**src/rtl/board_ctrl.sv**
```systemverilog
// Gomoku 19x19 game-state controller: cursor, stone maps, turn countdown and a
// sequential five-in-a-row checker. Optional turn timer enabled by `TURN_TIMER_EN.
//
// state   | meaning
// --------+-----------------------------------------------------------
// S_IDLE  | waiting for btn_start; last game's board held for display
// S_PLAY  | accepting cursor moves, placements and 1 Hz ticks
// S_CHECK | probing one neighbour cell per cycle around the last stone
// S_OVER  | game finished; board and winner held until btn_start
module board_ctrl #(
  parameter int TURN_SECONDS = 15
) (
  input  logic         clk,
  input  logic         rst_sys,
  input  logic         btn_up,
  input  logic         btn_down,
  input  logic         btn_left,
  input  logic         btn_right,
  input  logic         btn_place,
  input  logic         btn_start,
  input  logic         tick_1hz,
  output logic [360:0] map,
  output logic [360:0] white_map,
  output logic [4:0]   x_index,
  output logic [4:0]   y_index,
  output logic [4:0]   num,
  output logic [1:0]   state,
  output logic         turn,
  output logic [1:0]   winner
);

  typedef enum logic [1:0] {S_IDLE, S_PLAY, S_CHECK, S_OVER} st_t;

`ifdef TURN_TIMER_EN
  localparam logic [4:0] NUM_RELOAD = 5'(TURN_SECONDS);
`else
  localparam logic [4:0] NUM_RELOAD = 5'd0;
`endif

  st_t                st, st_nx;
  logic [360:0]       map_nx, white_nx;
  logic [4:0]         x_nx, y_nx, num_nx;
  logic               turn_nx;
  logic [1:0]         winner_nx;
  logic [8:0]         moves, moves_nx;
  logic [4:0]         last_x, last_y, last_x_nx, last_y_nx;
  logic [1:0]         dir, dir_nx, dir_inc;
  logic               side, side_nx;
  logic [2:0]         step, step_nx;
  logic [3:0]         cnt, cnt_nx, cnt_inc;
  logic signed [5:0]  px, py, px_nx, py_nx, lx, ly;
  logic               inb, hit;
  logic [8:0]         probe_idx, cur_idx;

  // Direction table: (+1,0), (0,+1), (+1,+1), (+1,-1)
  function automatic logic signed [5:0] dir_dx(input logic [1:0] d);
    return (d == 2'd1) ? 6'sd0 : 6'sd1;
  endfunction

  function automatic logic signed [5:0] dir_dy(input logic [1:0] d);
    case (d)
      2'd0:    return 6'sd0;
      2'd3:    return -6'sd1;
      default: return 6'sd1;
    endcase
  endfunction

  assign lx        = $signed({1'b0, last_x});
  assign ly        = $signed({1'b0, last_y});
  assign inb       = (px >= 6'sd0) && (px <= 6'sd18) && (py >= 6'sd0) && (py <= 6'sd18);
  assign probe_idx = inb ? (9'(py[4:0]) * 9'd19 + 9'(px[4:0])) : 9'd0;
  assign hit       = inb && map[probe_idx] && (white_map[probe_idx] == turn);
  assign cur_idx   = 9'(y_index) * 9'd19 + 9'(x_index);
  assign cnt_inc   = cnt + 4'd1;
  assign dir_inc   = dir + 2'd1;

  always_comb begin
    case (st)
      S_IDLE:  state = 2'b00;
      S_OVER:  state = 2'b10;
      default: state = 2'b01;
    endcase
  end

  always_ff @(posedge clk or negedge rst_sys) begin
    if (!rst_sys) begin
      st        <= S_IDLE;
      map       <= '0;
      white_map <= '0;
      x_index   <= 5'd9;
      y_index   <= 5'd9;
      num       <= 5'd0;
      turn      <= 1'b0;
      winner    <= 2'b00;
      moves     <= 9'd0;
      last_x    <= 5'd0;
      last_y    <= 5'd0;
      dir       <= 2'd0;
      side      <= 1'b0;
      step      <= 3'd0;
      cnt       <= 4'd0;
      px        <= 6'sd0;
      py        <= 6'sd0;
    end else begin
      st        <= st_nx;
      map       <= map_nx;
      white_map <= white_nx;
      x_index   <= x_nx;
      y_index   <= y_nx;
      num       <= num_nx;
      turn      <= turn_nx;
      winner    <= winner_nx;
      moves     <= moves_nx;
      last_x    <= last_x_nx;
      last_y    <= last_y_nx;
      dir       <= dir_nx;
      side      <= side_nx;
      step      <= step_nx;
      cnt       <= cnt_nx;
      px        <= px_nx;
      py        <= py_nx;
    end
  end

  always_comb begin
    st_nx     = st;
    map_nx    = map;
    white_nx  = white_map;
    x_nx      = x_index;
    y_nx      = y_index;
    num_nx    = num;
    turn_nx   = turn;
    winner_nx = winner;
    moves_nx  = moves;
    last_x_nx = last_x;
    last_y_nx = last_y;
    dir_nx    = dir;
    side_nx   = side;
    step_nx   = step;
    cnt_nx    = cnt;
    px_nx     = px;
    py_nx     = py;

    case (st)
      S_IDLE: begin
        if (btn_start) begin
          st_nx     = S_PLAY;
          map_nx    = '0;
          white_nx  = '0;
          moves_nx  = 9'd0;
          x_nx      = 5'd9;
          y_nx      = 5'd9;
          turn_nx   = 1'b0;
          num_nx    = NUM_RELOAD;
          winner_nx = 2'b00;
        end
      end

      S_PLAY: begin
        if (btn_place && !map[cur_idx]) begin
          map_nx[cur_idx]   = 1'b1;
          white_nx[cur_idx] = turn;
          last_x_nx = x_index;
          last_y_nx = y_index;
          moves_nx  = moves + 9'd1;
          st_nx     = S_CHECK;
          dir_nx    = 2'd0;
          side_nx   = 1'b0;
          step_nx   = 3'd1;
          cnt_nx    = 4'd1;
          px_nx     = $signed({1'b0, x_index}) + dir_dx(2'd0);
          py_nx     = $signed({1'b0, y_index}) + dir_dy(2'd0);
        end else begin
          if (btn_up)
            y_nx = (y_index == 5'd0) ? 5'd18 : y_index - 5'd1;
          else if (btn_down)
            y_nx = (y_index == 5'd18) ? 5'd0 : y_index + 5'd1;
          else if (btn_left)
            x_nx = (x_index == 5'd0) ? 5'd18 : x_index - 5'd1;
          else if (btn_right)
            x_nx = (x_index == 5'd18) ? 5'd0 : x_index + 5'd1;
`ifdef TURN_TIMER_EN
          if (tick_1hz) begin
            if (num == 5'd0) begin
              turn_nx = ~turn;
              num_nx  = NUM_RELOAD;
            end else begin
              num_nx = num - 5'd1;
            end
          end
`endif
        end
      end

      S_CHECK: begin
        if (hit && (cnt_inc >= 4'd5)) begin
          st_nx     = S_OVER;
          winner_nx = turn ? 2'b10 : 2'b01;
        end else if (hit && (step != 3'd4)) begin
          cnt_nx  = cnt_inc;
          step_nx = step + 3'd1;
          px_nx   = side ? px - dir_dx(dir) : px + dir_dx(dir);
          py_nx   = side ? py - dir_dy(dir) : py + dir_dy(dir);
        end else begin
          // Side finished; a hit on the 4th step still counts toward the run
          if (hit)
            cnt_nx = cnt_inc;
          if (!side) begin
            side_nx = 1'b1;
            step_nx = 3'd1;
            px_nx   = lx - dir_dx(dir);
            py_nx   = ly - dir_dy(dir);
          end else if (dir == 2'd3) begin
            if (moves == 9'd361) begin
              st_nx     = S_OVER;
              winner_nx = 2'b11;
            end else begin
              st_nx   = S_PLAY;
              turn_nx = ~turn;
              num_nx  = NUM_RELOAD;
            end
          end else begin
            dir_nx  = dir_inc;
            side_nx = 1'b0;
            step_nx = 3'd1;
            cnt_nx  = 4'd1;
            px_nx   = lx + dir_dx(dir_inc);
            py_nx   = ly + dir_dy(dir_inc);
          end
        end
      end

      S_OVER: begin
        if (btn_start)
          st_nx = S_IDLE;
      end

      default: st_nx = S_IDLE;
    endcase
  end

`ifndef TURN_TIMER_EN
  logic unused_tick;
  assign unused_tick = tick_1hz;
`endif

endmodule

```
**config.mk**
```make
export PLATFORM = sky130hd
export DESIGN_NAME = board_ctrl
export DESIGN_NICKNAME = d
export VERILOG_FILES = /design/src/rtl/board_ctrl.sv
export SDC_FILE = /design/constraint.sdc
export NUM_CORES = 2
export LEC_CHECK = 0
export BUFFER_PORTS_ARGS = -buffer_cell sky130_fd_sc_hd__buf_2
export CAP_MARGIN = 10
export CORE_MARGIN = 3
export CORE_UTILIZATION = 38
export CTS_CLUSTER_DIAMETER = 150
export DETAILED_ROUTE_END_ITERATION = 12
export SYNTH_ARGS = -nofsm -noshare
export SYNTH_HDL_FRONTEND = slang
export SYNTH_SLANG_ARGS = --single-unit
```
**constraint.sdc**
```tcl
create_clock -name clk -period 7.7 [get_ports clk]
set_input_delay 0.77 -clock clk [delete_from_list [all_inputs] [get_ports clk]]
set_output_delay 0.77 -clock clk [all_outputs]
set_load 0.01 [all_outputs]
```
==> run_results.csv <==
group,metric,value,unit
worst_setup_path,reg2reg_setup_slack,0.58,ns
sta,drv_slew,0,
cts,cts_inserted_buffers,90,
die,initial_core_util,38.5,%
synth,synth_cell_types,115,
worst_setup_path,endpoint_kind,"register",
worst_setup_path,crit_type,"register to register",
die,core-area,117000,um^2
worst_hold_path,hold_class,"input port to async pin",
global_routing,grt_pass1_wl,331000,um
global_routing,grt_antenna_before_repair,12,
cells_and_area,fin_util,45.7,%
drt,viasPerCell,6.47,
sta,fin_skew,0.0321,ns
die,ioPinCount,751,
drt,drt_wl_total,240000,um
worst_setup_path,path_max_fanout,26,
cts,clk_pin_slew,0.06,ns
worst_setup_path,worstPathCellList,"fa_1 -> ha_1 -> ha_2 -> inv_1 -> fa_2 -> mux4_2 -> and2_1 -> a211oi_1 -> a31oi_1 -> nand3_1 -> a41oi_1 -> o21ai_2 -> nand2_1 -> buf_4 -> nor2_4 -> buf_12 -> nand2_1 -> mux2i_1",
placement,dpl.cell_count,6821,
synth,async_flop_share,100,%
worst_setup_path,r2r_start,"y_index[2]",
synth,syn_avg_cell_area,9.28,um^2
drt,final_antenna_net_count,0,
cts,cts_resized,0,
cells_and_area,drive_above_1_share,24.6,%
placement,hpwl,160000,um
placement,gp_congestion,0.961,
worst_setup_path,reg2reg_depth,18,
die,die-area,123000,um^2
run,max-cap-violations,0,
global_routing,track_usage,37.9,%
die,rows,125,
status,outcome,"finished, final reports clean",
sta,setup_tns,0,ns
cts,cts_buffer_depth,3,
synth,synth_ff_type,"dfrtp_1",
drt,vias,45200,
die,die_w,350,um
drt,avgRoutedWirePerCell,34.3,um
synth,syn-cell-area,45000,um^2
cells_and_area,syn_to_final_growth,18.6,%
cts,root_buffer,"clkbuf_16",
worst_setup_path,slowest_stage,"fa_2",
cts,cts_hold_buf,0,
cts,cts_tree,"yes",
sta,final_hold_viol_count,0,
sta,tightestPinTransition,1.44,ns
global_routing,gr-total-overflow,0,
cells_and_area,num-nets-final,5492,
worst_setup_path,reg2reg_to,"white_map[291]",
die,dieHeight,350,um
worst_setup_path,crit_top_cell,"nand2_1",
synth,synth_edf_count,0,
worst_setup_path,crit_path_start_kind,"register",
synth,synthCells,4846,
drt,drtIter0Drc,6608,
sta,finalCritPeriodShare,92.4,%
worst_setup_path,cp_data_arrival_time,7.61,ns
global_routing,grt_max_degree,221,
global_routing,first_global_vias,41900,
cts,clock-sinks,778,
synth,ys_seq_area_share,43.3,%
drt,drc_errors,0,
synth,ys_warn_count,0,
placement,port_buffers,744,
worst_setup_path,cpPeakStageDelay,1.15,ns
sta,fin_crit,7.12,ns
cts,clock_latency,0.69,ns
sta,setup_viol,0,
drt,drt_pass1_iterations,8,
cells_and_area,layout.cells.non_filler,6988,
cts,cts_setup_buffers,0,
sta,rsz0062_at_grt,"no",
worst_setup_path,critPathRequiredTime,8.20,ns
sta,fmax,141,MHz
cts,htree_levels,3,
sta,slew_headroom,4.23,%
synth,ys_ff_latch,778,
-- layout make-up --
type | instances | area, um^2
fillers | 11300 | 63500
multi-input cells | 3541 | 23600
flip-flops and latches | 778 | 19500
repair buffers | 912 | 5180
clock buffers | 132 | 2680
well taps | 1524 | 1910
clock inverters | 29 | 277
inverters | 66 | 248
diodes | 6 | 15.0
-- how the worst max path moves through the flow --
stage	from	to	slack, ns	cells after the start
2_1_floorplan	px[4]	py[4]	2.63	17
3_3_place_gp	py[1]	py[4]	0.88	14
3_5_place_dp	y_index[2]	white_map[291]	0.85	18
4_1_cts	y_index[2]	white_map[291]	0.86	18
5_1_grt	y_index[2]	white_map[291]	0.44	18
6_report	y_index[2]	white_map[291]	0.58	18
-- sequential cells by signal, summed over array words and instances, names as in the netlist --
| name | cells |
|---|---|
| py | 6 |
| map | 361 |
| y_index | 5 |
| winner | 2 |
| turn | 1 |
| dir | 2 |
| white_map | 361 |
| last_y | 5 |
| side | 1 |
| step | 3 |
| last_x | 5 |
| st | 2 |
| px | 6 |
| cnt | 4 |
| x_index | 5 |
| moves | 9 |
-- Yosys cell counts, drive strengths merged, types with 8 or more instances --
cell	n	area, um^2
a2111oi	13	146
a211o	12	105
a211oi	55	413
a21o	16	120
a21oi	502	2520
a221o	16	160
a221oi	44	417
a22oi	16	120
a2bb2oi	9	78.8
a311oi	11	96.3
a31oi	39	244
a32oi	9	86.3
and2	13	81.3
and3	24	150
buf	180	1170
clkbuf	285	1070
dfrtp	774	19400
fa	16	320
ha	78	976
inv	64	240
mux2	39	443
mux2i	351	3510
mux4	119	2680
nand2	852	3200
nand2b	19	119
nand3	161	811
nand4	15	93.8
nor2	507	1940
nor2b	16	100
nor3	53	309
nor3b	14	121
nor4	30	194
o2111ai	16	158
o211ai	29	223
o21a	17	128
o21ai	197	990
o221ai	14	129
o22ai	25	156
o2bb2ai	9	78.8
o31ai	19	143
or2	8	50.1
xnor2	28	283
xor2	9	78.8
-- metrics by stage --
step	setup slack [ns]	hold WS, ns	cell area (um^2)
final	0.583	0.154	53300
after CTS	0.860	0.159	53300
after detailed placement	0.851	0.507	50400
after global routing	0.444	0.210	53300
after global placement	0.885	0.495	50400
after floorplan	2.63	0.474	45000
-- cells in the final DEF, fill, tap and decap left out, drive strengths merged, types with 29 or more instances in the layout --
cell / n
a211oi: 55
a21oi: 502
a221oi: 44
a31oi: 39
buf: 912
clkbuf: 132
dfrtp: 774
ha: 78
inv: 65
mux2: 39
mux2i: 351
mux4: 119
nand2: 852
nand3: 161
nor2: 507
nor3: 53
nor4: 30
o211ai: 29
o21ai: 197
-- worst max-delay path, delay by kind of cell, from the launching register on --
kind	cells	cell delay [ns]
adder cells (fa/ha/maj)	4	2.13
multiplexers	2	0.59
flip-flops	1	0.72
AND/OR/NAND/NOR	5	1.23
AO/OA/AOI/OAI	4	1.58
buffers and inverters	3	0.62
-- logic make-up after synthesis --
| group | count (synthesis) | synth area share, % |
|---|---|---|
| fa+ha+maj | 94 | 2.88 |
| compound gates | 1142 | 16.0 |
| simple gates | 1754 | 16.8 |
| other cells | 1 | 0.00833 |
| buf+inv | 531 | 5.53 |
| xor+xnor | 37 | 0.804 |
| mux | 509 | 14.7 |
| flops | 778 | 43.3 |
-- routing by layer --
metal	global-route usage [%]	routed length (um)	up-vias
li1	-	-	18300
met1	48.9	89100	22600
met5	0	46	-
met4	23.3	18200	8
met3	10.8	28800	816
met2	56.3	104000	3557
Power is left out: the tool's default activity adds up to more than one toggle a clock period on the data nets, which glitch-free logic cannot reach.
